**src/rtl/fetch_queue.sv**
```systemverilog
// fetch_queue: FIFO of {pc, inst} pairs between fetch and decode.
// A circular buffer of 2^AW entries with valid/ready on both sides. Flush
// (and reset) discards every buffered entry and any pair offered that cycle.
// Outputs depend only on registers and rst, so there is no combinational path
// from the input handshake to either side.
module fetch_queue #(
  parameter int AW = 2
) (
  input  logic          clk,
  input  logic          rst,
  input  logic          flush,
  input  logic          in_valid,
  input  logic [31:0]   in_pc,
  input  logic [31:0]   in_inst,
  output logic          in_ready,
  output logic          out_valid,
  output logic [31:0]   out_pc,
  output logic [31:0]   out_inst,
  input  logic          out_ready,
  output logic [AW:0]   count
);

  localparam int DEPTH = 1 << AW;
  // Occupancy value meaning "every slot holds an entry".
  localparam logic [AW:0] FULL_CNT = {1'b1, {AW{1'b0}}};

  typedef logic [63:0] entry_t;

  // Storage is data only: it is never reset, because occupancy decides
  // which slots are meaningful.
  entry_t          mem_q [DEPTH];
  entry_t          mem_d [DEPTH];
  logic [AW-1:0]   wp_q, wp_d;
  logic [AW-1:0]   rp_q, rp_d;
  logic [AW:0]     cnt_q, cnt_d;

  logic            full;
  logic            empty;
  logic            push;
  logic            pop;
  entry_t          head;

  // Pointers wrap modulo DEPTH because DEPTH is a power of two.
  function automatic logic [AW-1:0] ptr_inc(input logic [AW-1:0] p);
    return p + 1'b1;
  endfunction

  // Outputs and handshake qualifiers, built from registers and rst only.
  always_comb begin
    full      = (cnt_q == FULL_CNT);
    empty     = (cnt_q == '0);
    head      = mem_q[rp_q];
    // When full, a same-cycle pop does not open a slot: no pass-through.
    in_ready  = ~rst & ~full;
    out_valid = ~empty;
    out_pc    = empty ? 32'h0 : head[63:32];
    out_inst  = empty ? 32'h0 : head[31:0];
    count     = cnt_q;
    push      = in_valid & in_ready & ~flush;
    pop       = out_valid & out_ready & ~flush;
  end

  // Next pointer / occupancy: flush wins over push and pop.
  always_comb begin
    wp_d  = wp_q;
    rp_d  = rp_q;
    cnt_d = cnt_q;
    if (flush) begin
      wp_d  = '0;
      rp_d  = '0;
      cnt_d = '0;
    end else begin
      if (push) wp_d = ptr_inc(wp_q);
      if (pop)  rp_d = ptr_inc(rp_q);
      case ({push, pop})
        2'b10:   cnt_d = cnt_q + 1'b1;
        2'b01:   cnt_d = cnt_q - 1'b1;
        default: cnt_d = cnt_q;
      endcase
    end
  end

  // Next storage contents: only the slot under the write pointer changes.
  always_comb begin
    for (int i = 0; i < DEPTH; i++) begin
      mem_d[i] = mem_q[i];
    end
    if (push) begin
      mem_d[wp_q] = {in_pc, in_inst};
    end
  end

  // Control registers with synchronous active-high reset.
  always_ff @(posedge clk) begin
    if (rst) begin
      wp_q  <= '0;
      rp_q  <= '0;
      cnt_q <= '0;
    end else begin
      wp_q  <= wp_d;
      rp_q  <= rp_d;
      cnt_q <= cnt_d;
    end
  end

  // Entry storage; left untouched by reset and flush.
  always_ff @(posedge clk) begin
    for (int i = 0; i < DEPTH; i++) begin
      mem_q[i] <= mem_d[i];
    end
  end

endmodule

```
**config.mk**
```make
export PLATFORM = sky130hd
export DESIGN_NAME = fetch_queue
export DESIGN_NICKNAME = d
export VERILOG_FILES = /design/src/rtl/fetch_queue.sv
export SDC_FILE = /design/constraint.sdc
export NUM_CORES = 1
export LEC_CHECK = 0
export CAP_MARGIN = 20
export CORE_AREA = 4 4 142 144
export CTS_CLUSTER_SIZE = 20
export DETAILED_ROUTE_END_ITERATION = 7
export DIE_AREA = 0 0 146 148
export PLACE_DENSITY = 0.79
export SLEW_MARGIN = 5
export SYNTH_ARGS = -nofsm -noshare
export SYNTH_HDL_FRONTEND = slang
export SYNTH_SLANG_ARGS = --single-unit
```
**constraint.sdc**
```tcl
create_clock -name clk -period 3.9 [get_ports clk]
set_input_delay 0.78 -clock clk [delete_from_list [all_inputs] [get_ports clk]]
set_output_delay 0.78 -clock clk [all_outputs]
set_load 0.005 [all_outputs]
```
### Yosys cells after proc, flatten, opt, wreduce, memory -nomap -nowiden

Memories as Yosys holds them, arrays and structs flattened. A register that Yosys moved wholly into a read port is not among the register bits.
Index checks and enable logic that the tools add are counted.

| operators by class | value |
|---|---|
| $add $sub $neg | 4 |
| multipliers | 0 |
| divide/modulo/power cells | 0 |
| magnitude comparators | 2 |
| equal/unequal tests | 3 |
| shift-type cells | 0 |
| multiplexer cells | 9 |
| bitwise gates (word level) | 10 |
| reductions and logical operators | 4 |

Operators by type and width:

| cell | number |
|---|---|
| $bwmux W256 | 1 |
| $mux W256 | 1 |
| $demux W64 S2 | 1 |
| $mux W32 | 2 |
| $mux W64 | 1 |
| $pmux W3 S2 | 1 |
| $and A1 B1 Y1 | 5 |
| $add A2 B1 Y2 const B | 2 |
| $mux W2 | 2 |
| $not A1 Y1 | 4 |
| $add A3 B1 Y3 const B | 1 |
| $eq A3 B3 Y1 const B | 1 |
| $ge A3 B3 Y1 const B | 1 |
| $logic_not A3 Y1 | 1 |
| $lt A3 B1 Y1 const B | 1 |
| $not A2 Y3 | 1 |
| $sub A3 B1 Y3 const B | 1 |
| $eq A2 B1 Y1 const B | 1 |
| $eq A2 B2 Y1 const B | 1 |
| $reduce_bool A2 Y1 | 1 |
| $reduce_or A2 Y1 | 1 |
| $logic_and A1 B1 Y1 | 1 |

| storage, ports and cells | value |
|---|---|
| flip-flop bits (word level) | 7 |
| latch bits | 0 |
| bits in writable memories | 256 |
| ROM bits | 0 |
| input port bits | 69 |
| output and inout port bits | 69 |
| logic and storage cells | 36 |
| memories kept | 1 |

Memory list:

| memory | words | bits a word | rd ports | clocked after memory_dff | wr ports | line | RTL |
|---|---|---|---|---|---|---|---|
| mem_q | 4 | 64 | 5 | 1 | 4 | 31 | `entry_t mem_q [DEPTH];` |

### Logic depth before layout (Yosys ltp)

Gate-level depths: netlist of run 1.

| depth | value |
|---|---|
| depth after elaboration | 7 |
| mapped depth | 9 |
| mapped depth without buffers | 9 |

### Least setup slack after synthesis of run 1

No wires, ideal clock.

| path | value |
|---|---|
| path kind | input to register |
| start point | in flush |
| end point | mem mem_q[0][0] (netlist bit) (enable) |
| setup time | 0.429 ns |
| arrival | 2.669 ns |
| data required time | 3.471 ns |
| path slack | 0.802 ns |
| cell stages on the path | 2 |
| buffers on the path | 0 |
| cell sequence | nor2_1 > and3_1 |

RTL lines:

| item | line | RTL |
|---|---|---|
| start, declared | 11 | `input logic flush,` |
| end, declared | 31 |  |

==> results by group, run 1 <==
Die
  – I/O pin total: 138
  – Die X-Extent: 146 um
  – Core area: 18,700 um2
  – Die area: 21,600 um2
  – Initial Util: 54.6%
  – Chip height: 148 um
  – # rows: 50

Synth
  – Mean Syn Cell Area: 22.3 um2
  – Cells after Synth: 459
  – Mapped Area: 10,200 um2
  – Flops & latches, synth: 265
  – Synthesized Nets: 534
  – Post-synth cell types: 27
  – YS warnings: 0
  – Sequential area share after synthesis: 77.0%

Clock network
  – CTS root buffer: clkbuf_16
  – CTS sink cnt: 265
  – Clk slew on worst S/H paths: 0.06 ns
  – Cts repair resizes: 0
  – Max clock buf depth: 3
  – Cts-stage hold buffer count: 0
  – H-tree Lvls: 1
  – Post-CTS Setup Repair Bufs: 0
  – CTS tree: built
  – Clock Latency Late Sink: 0.51 ns
  – Num CTS Buffers: 27

Route
  – Vias post-DR: 4,824
  – Initial DRC Count: 303
  – DRT Pass-1 Iters: 4
  – DRC: 0
  – Routed WL: 19,100 um
  – Vias per cell: 5.58
  – Antenna viol nets, final: 0
  – DR WL/cell: 22.1 um

STA
  – Worst Tran Pin Value: 0.726 ns
  – Max-Slew Margin vs Limit: 51.6%
  – Clk_skew: 0.00632 ns
  – FMAX: 287 MHz
  – Hold Violations, Final: 0
  – Final setup violating endpoints: 0
  – Total negative slack: 0 ns
  – Slew Viols, Final: 0
  – Final period utilization: 89.4%
  – WHS: 0.518 ns
  – RSZ-0062 raised after global routing: no
  – Tmin final: 3.48 ns

Global route
  – First-pass GRT wire length: 30,200 um
  – Total track usage: 17.8%
  – Grt total ovfl: 0
  – Initial antenna violation count: 1
  – Vias in the first global route: 5,372
  – Largest net degree at the start of global routing: 66

Cells and area
  – Share of cells above drive strength 1: 18.2%
  – Ant. Diodes: 0
  – Leading cell type in the layout, fill and taps excluded: edfxtp_1
  – P&R area growth vs syn: 23.9%
  – # fillers: 1,159
  – NumNets Final: 687
  – Design area: 12,700 um2
  – Core Util, Final: 67.7%
  – Most frequent cells in the layout: edfxtp_1 (256), clkdlybuf4s50_1 (137), and2_1 (64)

Placed design
  – GP Congestion: 0.720
  – # port buffers: 137
  – Placed cell area: 11,800 um2
  – Detailed placement HPWL: 11,500 um

Worst setup path
  – Crit Path Class: reg2out
  – Worst Path Max Fanout: 18
  – Critical Path Sink Type: output port
  – Startpoint Class: register
  – Worst EP required: 3.12 ns
  – WP data arrival: 2.70 ns

Pwr
  – Maximum VDD drop: 0.373 mV
  – Design Power: 5.69 mW
  – Leakage power figure: 3.98 nW
  – Power density over the cells: 450 nW/um2

Outcome
  – Status: complete, no violations

Min path
  – Hold crit path type: reg2reg

Run
  – Max-Cap Viols: 0
-- critical path, cell delays in order (launching register included) --
cell and delay [ns]:
dfxtp_4 0.53, buf_4 0.42, mux4_1 0.60, and2_1 0.17
clkdlybuf4s50_1 0.45
-- final timing paths --
check	startpoint	end	slack, ns	cells after the start
worst min register to register	wp_q[0]	wp_q[0]	0.52	2
worst max-delay path	register	out_inst[31]	0.42	4
worst max register to register	count[2]	count[2]	1.46	9
worst min-delay path	wp_q[0]	wp_q[0]	0.52	2
-- area by class of cell --
class | instances | area [um2] | share of cell area (%)
clock inverters | 14 | 98.8 | 0.781
multi-input cells | 167 | 2160 | 17.0
clock buffers | 34 | 702 | 5.55
repair buffers | 146 | 1510 | 12.0
inverters | 5 | 18.8 | 0.148
well taps | 234 | 293 | 2.31
flip-flops and latches | 265 | 7880 | 62.2
-- sequential cells by signal, summed over array words and instances, names as in the netlist, named ones only --
signal,flops
count,3
wp_q,2
rp_q,2
mem_q,256
-- Yosys cell counts --
| master | instances | area, um2 |
|---|---|---|
| a21oi_1 | 2 | 10.0 |
| and2_1 | 64 | 400 |
| and2_4 | 1 | 8.76 |
| and3_1 | 4 | 25.0 |
| buf_12 | 6 | 120 |
| buf_2 | 6 | 30.0 |
| buf_6 | 1 | 11.3 |
| clkbuf_1 | 8 | 30.0 |
| clkbuf_2 | 1 | 5.00 |
| dfxtp_1 | 9 | 180 |
| edfxtp_1 | 256 | 7690 |
| fa_1 | 1 | 20.0 |
| ha_1 | 5 | 62.6 |
| inv_1 | 5 | 18.8 |
| mux4_1 | 4 | 105 |
| mux4_2 | 60 | 1350 |
| nand2_1 | 2 | 7.51 |
| nand4_1 | 2 | 12.5 |
| nor2_1 | 8 | 30.0 |
| nor2b_1 | 1 | 6.26 |
| o21ai_0 | 2 | 10.0 |
| o311ai_0 | 1 | 8.76 |
| o31ai_1 | 2 | 15.0 |
| or2_2 | 1 | 6.26 |
| or3_1 | 2 | 12.5 |
| or3b_1 | 1 | 8.76 |
| xor2_1 | 4 | 35.0 |
-- power breakdown --
group | internal (mW) | leakage, nW | switching (mW) | total [mW]
Clock | 1.34 | 0.390 | 0.999 | 2.33
Combinational | 0.115 | 1.20 | 0.0831 | 0.198
Sequential | 3.15 | 2.39 | 0.00797 | 3.16
Total | 4.60 | 3.98 | 1.09 | 5.69
-- metrics by stage --
| step | worst slack [ns] | instances |
|---|---|---|
| final | 0.415 | 865 |
| after global routing | 0.233 | 865 |
| after CTS | 0.318 | 864 |
| after detailed placement | 0.866 | 816 |
| after global placement | 0.944 | 816 |
| after floorplan | 0.802 | 459 |
-- metal layers --
layer  vias to the layer above  track usage, %  routed length, um
li1                       2174               -                  -
met1                      2495            23.5               7800
met2                       124            31.7              10100
met3                        29            2.97                899
met4                         2            3.95                305
met5                         -               0                  7
-- kinds of logic after synthesis --
family / count (synthesis) / share of synthesized area [%]
DFF: 265 / 77.0
and+or+nand+nor: 86 / 5.07
muxes: 64 / 14.3
buffers and inverters: 27 / 2.11
AOI/OAI and AO/OA: 7 / 0.429
adders and majority gates: 6 / 0.808
xor gates and xnor gates: 4 / 0.343
(Power assumes the default switching activity.)
==> run 2, diff against run 1 <==
--- a/config.mk
+++ b/config.mk
@@ -5,12 +5,13 @@
 export SDC_FILE = /design/constraint.sdc
 export NUM_CORES = 1
 export LEC_CHECK = 0
+export ABC_AREA = 1
 export CAP_MARGIN = 20
-export CORE_AREA = 4 4 142 144
+export CORE_AREA = 4 4 150 152
 export CTS_CLUSTER_SIZE = 20
 export DETAILED_ROUTE_END_ITERATION = 7
-export DIE_AREA = 0 0 146 148
-export PLACE_DENSITY = 0.79
+export DIE_AREA = 0 0 154 156
+export PLACE_DENSITY = 0.75
 export SLEW_MARGIN = 5
 export SYNTH_ARGS = -nofsm -noshare
 export SYNTH_HDL_FRONTEND = slang
==> constraint.sdc (replaced) <==
create_clock -name clk -period 2.9 [get_ports clk]
set_input_delay 0.58 -clock clk [delete_from_list [all_inputs] [get_ports clk]]
set_output_delay 0.58 -clock clk [all_outputs]
set_load 0.005 [all_outputs]
==> run 2 against run 1 <==
  * Non-clock buffer count grew 17
  * Hold slack lost 0.019 ns
  * Critical path depth grew 2
  * Worst setup slack lost 0.37 ns
  * Register-to-register slack lost 0.46 ns
  * Clock skew grew 0.018 ns
  * Die area grew 11%
  * Largest cell class unchanged
  * Highest routed layer is now met4
==> results by group, run 2 <==
Route
  – Antenna viol nets, final: 0 (unchanged)
  – Initial DRC Count: 465 (+53%)
  – DRT Pass-1 Iters: 5 (+1)
  – DR WL/cell: 17.9 um (-19%)
  – Vias post-DR: 6,668 (+38%)
  – DRC: 0 (unchanged)
  – Vias per cell: 5.26 (-5.7%)
  – Routed WL: 22,600 um (+19%)

Global route
  – Total track usage: 18.3% (+0.49 points)
  – Largest net degree at the start of global routing: 81 (+23%)
  – Initial antenna violation count: 0 (-1)
  – Grt total ovfl: 0 (unchanged)
  – Vias in the first global route: 6,801 (+27%)
  – First-pass GRT wire length: 35,000 um (+16%)

Synth
  – Cells after Synth: 828 (+80%)
  – Yosys top cell by area: edfxtp_1
  – Prevailing post-synth register cell: edfxtp_1
  – Synth top area share: 73.8% (-1.5 points)
  – Flops & latches, synth: 265 (unchanged)
  – Mapped Area: 10,400 um2 (+2.0%)
  – Synthesized Nets: 903 (+69%)
  – Post-synth cell types: 17 (-37%)
  – Synth top area cells: edfxtp_1 (74%), nor2_1 (9.7%), o21ai_0 (5.8%)
  – Most frequent cells after synthesis: nor2_1 (269), edfxtp_1 (256), o21ai_0 (120)
  – Sequential area share after synthesis: 75.5% (-1.5 points)
  – Most common cell in the synthesized netlist: nor2_1
  – Number of synthesized flops with an enable pin: 256 (unchanged)
  – YS warnings: 0 (unchanged)
  – Mean Syn Cell Area: 12.6 um2 (-43%)
  – Ys async rst share: 0% (unchanged)

Pwr
  – Maximum VDD drop: 0.438 mV (+17%)
  – Leakage power figure: 4.59 nW (+15%)
  – Power density over the cells: 615 nW/um2 (+37%)

Cells and area
  – Largest register FFs: 256 (unchanged)
  – Leading cell type in the layout, fill and taps excluded: nor2_1
  – Most frequent cells in the layout: nor2_1 (265), edfxtp_1 (256), clkdlybuf4s50_1 (129)
  – Ant. Diodes: 0 (unchanged)
  – Share of cells above drive strength 1: 8.66% (-9.6 points)
  – P&R area growth vs syn: 26.7%
  – Largest Register: mem_q
  – NumNets Final: 1,048 (+53%)

STA
  – Hold Violations, Final: 0 (unchanged)
  – RSZ-0062 raised after global routing: yes
  – Clk_skew: 0.0238 ns (+0.0175 ns)
  – Final setup violating endpoints: 0 (unchanged)
  – Max-Slew Margin vs Limit: 70.2% (+19 points)
  – Tmin final: 2.85 ns
  – Slew Viols, Final: 0 (unchanged)
  – Worst Tran Pin Value: 0.447 ns (-0.279 ns)
  – WHS: 0.499 ns (-0.0187 ns)
  – Total negative slack: 0 ns (unchanged)
  – Final period utilization: 98.4%
  – FMAX: 350 MHz

Worst setup path
  – Worst EP required: 2.32 ns (-0.80 ns)
  – Worst Path Max Fanout: 64 (+46)
  – Largest delay contributor family on the critical path: buffers and inverters
  – Max stage delay on crit path: 0.55 ns (-0.05 ns)
  – Worst path bufs/invs: 3 (+1)
  – WP data arrival: 2.27 ns (-0.43 ns)
  – Startpoint Class: register
  – Reg2reg start: count[1]
  – Critical path's slowest cell: clkdlybuf4s50_1
  – Crit Path Class: reg2out
  – CP Cell Sequence: nor2_1 > nand2_1 > inv_2 > buf_12 > a21oi_1 > clkdlybuf4s50_1
  – Critical Path Sink Type: output port
  – R2R setup slack: 1.00 ns (-0.46 ns)
  – Worst reg-to-reg path cell count: 12 (+3)
  – Reg-to-reg endpoint: count[2]

Placed design
  – Detailed placement HPWL: 12,900 um (+12%)
  – # port buffers: 137 (unchanged)
  – GP Congestion: 0.787 (+9.3%)

Clock network
  – Cts-stage hold buffer count: 0 (unchanged)
  – Max clock buf depth: 3 (unchanged)
  – Clock Latency Late Sink: 0.53 ns (+0.02 ns)
  – H-tree Lvls: 1 (unchanged)
  – CTS root buffer: clkbuf_16
  – Num CTS Buffers: 27 (unchanged)
  – Clk slew on worst S/H paths: 0.06 ns (about the same)
  – CTS sink cnt: 265 (unchanged)
  – CTS tree: built

Die
  – Initial Util: 49.6% (-5.1 points)
  – Die X-Extent: 154 um (+5.5%)
  – # rows: 53 (+6.0%)
  – I/O pin total: 138 (unchanged)
  – Chip height: 156 um (+5.4%)
  – Core area: 21,000 um2 (+12%)
  – Die area: 24,000 um2 (+11%)

Min path
  – Hold crit path type: reg2reg
  – Worst hold path startpoint: rp_q[1]
  – Hold path cells: 2 (unchanged)

Run
  – Max-Cap Viols: 0 (unchanged)

Outcome
  – Status: complete, no violations
[run 2: per-layer routing]
layer / up-vias / track usage [%] / routed length, um
met5: - / 0 / 0
met4: 0 / 5.13 / 554
met3: 43 / 3.27 / 1530
met2: 222 / 32.4 / 11300
met1: 3191 / 23.4 / 9280
li1: 3212 / - / -
[run 2: final cells by class]
class | instances | area [um2]
clock buffer | 32 | 704
clock inverter | 17 | 218
fill | 1538 | 7810
inverter | 20 | 76.3
multi-input combinational | 496 | 2240
sequential | 265 | 7870
tap | 275 | 344
timing repair buffer | 163 | 1750
[run 2: worst reg2reg max path: stages (launching register included)]
cell and delay, ns:
dfxtp_1 0.33, nor2_1 0.17, nand2_1 0.17, nand3_1 0.15, ha_1 0.19, inv_1 0.07, fa_1 0.38, inv_1 0.06
nand2_1 0.04, nand3_1 0.08, nand2_1 0.05, nand2_1 0.05, nor2_1 0.04
[run 2: cell families after synthesis]
logic type      count (synthesis)  share of synthesized area, %
flops                         265                          75.5
fa+ha+maj                       6                         0.792
simple gates                  290                          10.5
compound gates                200                          9.61
buf+inv                        67                          3.59
[run 2: what timing repair did]
action                                  in CTS  in global routing
resized for setup                            4                 29
buffers inserted                             1                  1
gates cloned                                 0                  1
pin swaps                                    4                  4
endpoints found under the setup margin      37                 55
[run 2: per-stage QoR]
stage                     power [mW]  instance area (um2)  util, %  setup WS [ns]  cells
after floorplan                 4.43                10400        -         -0.326    828
after global placement          4.66                12200     57.9          0.428   1216
after detailed placement        4.67                12200     57.9          0.376   1216
after CTS                       8.17                13100     62.4        -0.0237   1266
after global routing            8.40                13200     62.8        -0.0467   1268
final                           8.12                13200     62.8         0.0468   1268
[run 2: report_power, final]
group	switching, mW	internal [mW]	total [mW]
registers	0.0104	4.24	4.25
logic	0.170	0.172	0.342
clock network	1.35	2.18	3.53
total	1.53	6.59	8.12
[run 2: worst max-delay path by stage]
stage | from | endpoint | slack (ns) | depth (start not counted)
2_1_floorplan | flush | mem_q[0][0] | -0.33 | 3
3_3_place_gp | register | out_inst[11] | 0.43 | 6
3_5_place_dp | register | out_inst[11] | 0.38 | 6
4_1_cts | register | out_pc[5] | -0.02 | 5
5_1_grt | register | out_pc[5] | -0.05 | 5
6_report | count[1] | out_inst[29] | 0.05 | 6
==> run 3, diff against run 2 <==
--- a/config.mk
+++ b/config.mk
@@ -7,10 +7,10 @@
 export LEC_CHECK = 0
 export ABC_AREA = 1
 export CAP_MARGIN = 20
-export CORE_AREA = 4 4 150 152
+export CORE_AREA = 2 2 148 150
 export CTS_CLUSTER_SIZE = 20
 export DETAILED_ROUTE_END_ITERATION = 7
-export DIE_AREA = 0 0 154 156
+export DIE_AREA = 0 0 150 152
 export PLACE_DENSITY = 0.75
 export SLEW_MARGIN = 5
 export SYNTH_ARGS = -nofsm -noshare
==> run 3 against run 2 <==
  * Clock skew shrank 0.012 ns
  * Routed wire length grew 1.7%
  * Sequential power is essentially flat
  * Clock power grew 3%
  * Sequential cell count is the same
  * Combinational power is essentially flat
  * Die area shrank 5.1%
  * Sequential share of layout area shrank 0.70 points
  * Core utilization shrank 0.21 points
  * Largest cell class unchanged
  * Largest power group unchanged
  * Highest routed layer unchanged
==> results by group, run 3 (synthesized netlist as in run 2, its figures left out) <==
Cells and area
  – Most frequent cells in the layout: nor2_1 (264), edfxtp_1 (256), clkdlybuf4s50_1 (122)
  – Core Util, Final: 62.6% (-0.21 points)
  – Post-route insts no fill: 1,279 (+0.87%)
  – Share of cells above drive strength 1: 8.91% (+0.25 points)
  – NumNets Final: 1,054 (+0.57%)
  – Design area: 13,400 um2 (+1.2%)
  – Largest Register: mem_q
  – Ant. Diodes: 0 (unchanged)
  – P&R area growth vs syn: 28.3%
  – Largest register FFs: 256 (unchanged)
  – Leading cell type in the layout, fill and taps excluded: nor2_1

Placed design
  – GP Congestion: 0.784 (-0.38%)
  – Placed Instances: 1,221 (+0.41%)
  – Detailed placement HPWL: 13,000 um (about the same)
  – Place WS: 0.371 ns (-0.00543 ns)
  – # port buffers: 137 (unchanged)
  – Placed cell area: 12,200 um2 (+0.26%)

Global route
  – Met1 Usage GRT: 25.7% (+2.3 points)
  – Grt total ovfl: 0 (unchanged)
  – Global-route track usage on met3: 3.09% (-0.18 points)
  – Total track usage: 19.8% (+1.4 points)
  – Initial antenna violation count: 0 (unchanged)
  – Largest net degree at the start of global routing: 75 (-7.4%)
  – Routing usage on met2: 34.8% (+2.4 points)
  – Vias in the first global route: 6,686 (-1.7%)
  – First-pass GRT wire length: 35,400 um (+1.0%)
  – GRT busiest layer: met2

Die
  – Core area: 21,400 um2 (+1.6%)
  – I/O pin total: 138 (unchanged)
  – # rows: 54 (+1.9%)
  – Die X-Extent: 150 um (-2.6%)
  – Die area: 22,800 um2 (-5.1%)
  – Initial Util: 48.8% (-0.76 points)
  – Chip height: 152 um (-2.6%)

STA
  – FMAX: 350 MHz (about the same)
  – WHS: 0.497 ns (-0.00195 ns)
  – Final Worst Setup Slack: 0.0447 ns (-0.00207 ns)
  – Final setup violating endpoints: 0 (unchanged)
  – Hold Violations, Final: 0 (unchanged)
  – Slew Viols, Final: 0 (unchanged)
  – Worst Tran Pin Value: 0.328 ns (-0.119 ns)
  – Tmin final: 2.86 ns (+0.00207 ns)
  – Final period utilization: 98.5% (about the same)
  – RSZ-0062 raised after global routing: yes
  – Clk_skew: 0.0121 ns (-0.0118 ns)
  – Max-Slew Margin vs Limit: 78.1% (+7.9 points)
  – Total negative slack: 0 ns (unchanged)

Clock network
  – Cts-stage hold buffer count: 0 (unchanged)
  – Max clock buf depth: 3 (unchanged)
  – H-tree Lvls: 1 (unchanged)
  – Num CTS Buffers: 27 (unchanged)
  – Clk slew on worst S/H paths: 0.06 ns (about the same)
  – Clock Latency Late Sink: 0.53 ns (about the same)
  – CTS tree: built
  – CTS root buffer: clkbuf_16
  – CTS sink cnt: 265 (unchanged)

Pwr
  – Int Pwr: 6.66 mW (+1.1%)
  – Maximum VDD drop: 0.446 mV (+1.8%)
  – Switching Share: 19.2% (+0.27 points)
  – NetSw: 1.58 mW (+3.0%)
  – Leakage power figure: 4.80 nW (+4.7%)
  – Share of power burned in registers: 51.5% (-0.8 points)
  – Clock network fraction of total power: 44.3% (+0.8 points)
  – Logic gate share of total power: 4.2% (about the same)
  – Power density over the cells: 617 nW/um2 (+0.26%)
  – Design Power: 8.24 mW (+1.5%)

Worst setup path
  – Critical Path Sink Type: output port
  – Max stage delay on crit path: 0.52 ns (-0.03 ns)
  – WP data arrival: 2.28 ns (about the same)
  – Worst Path Max Fanout: 32 (-50%)
  – Critical path's slowest cell: clkdlybuf4s50_1
  – Worst reg-to-reg path cell count: 12 (unchanged)
  – Crit path top cell by count: nor2_1
  – Worst EP required: 2.32 ns (about the same)
  – CP Cell Sequence: buf_4 > buf_12 > nor2_1 > nor2_1 > o21ai_1 > a21oi_2 > clkdlybuf4s50_1
  – R2R setup slack: 1.06 ns (+0.06 ns)
  – Startpoint Class: register
  – Crit Path Class: reg2out

Route
  – DRC: 0 (unchanged)
  – Vias per cell: 5.29 (+0.58%)
  – DR WL/cell: 18.0 um (+0.80%)
  – Initial DRC Count: 487 (+4.7%)
  – Routed WL: 23,000 um (+1.7%)
  – Antenna viol nets, final: 0 (unchanged)
  – Vias post-DR: 6,765 (+1.5%)
  – DRT Pass-1 Iters: 5 (unchanged)

Min path
  – Hold crit path type: reg2reg
  – Hold path cells: 2 (unchanged)

Outcome
  – Status: complete, no violations

Run
  – Max-Cap Viols: 0 (unchanged)
run 3: layout make-up:
cell class / count / area (um2)
well taps: 280 / 350
repair buffers: 169 / 1890
multi-input cells: 496 / 2230
inverters: 20 / 76.3
clock buffers: 33 / 738
clock inverters: 16 / 211
flip-flops and latches: 265 / 7880
fillers: 1613 / 7980
run 3: final timing paths:
check,startpoint,end
worst max-delay path,register,out_pc[22]
worst min-delay path,wp_q[1],wp_q[1]
worst max register to register,count[0],count[2]
worst min register to register,wp_q[1],wp_q[1]
run 3: critical path, delay by kind of cell, from the launching register on:
kind,cells,cell delay (ns)
simple gates,2,0.18
compound gates,2,0.30
buf+inv,3,0.84
flops,1,0.43
run 3: per-layer routing:
| metal | routed length (um) | vias up |
|---|---|---|
| met5 | 0 | - |
| met4 | 405 | 0 |
| met3 | 1450 | 33 |
| met2 | 11900 | 235 |
| met1 | 9270 | 3270 |
| li1 | - | 3227 |
run 3: what timing repair did:
action                     in CTS  in global routing
gates resized for setup         4                 28
buffers inserted                3                  3
setup endpoints to repair      48                 50
pin swaps                       0                 10
gates cloned                    1                  2
run 3: power groups by stage:
stage	Clock (mW)	Sequential, mW	Combinational, mW
after CTS	3.71	4.25	0.343
after detailed placement	0	4.33	0.338
final	3.65	4.25	0.345
after global routing	3.83	4.25	0.374
after floorplan	0	4.33	0.0995
after global placement	0	4.33	0.332
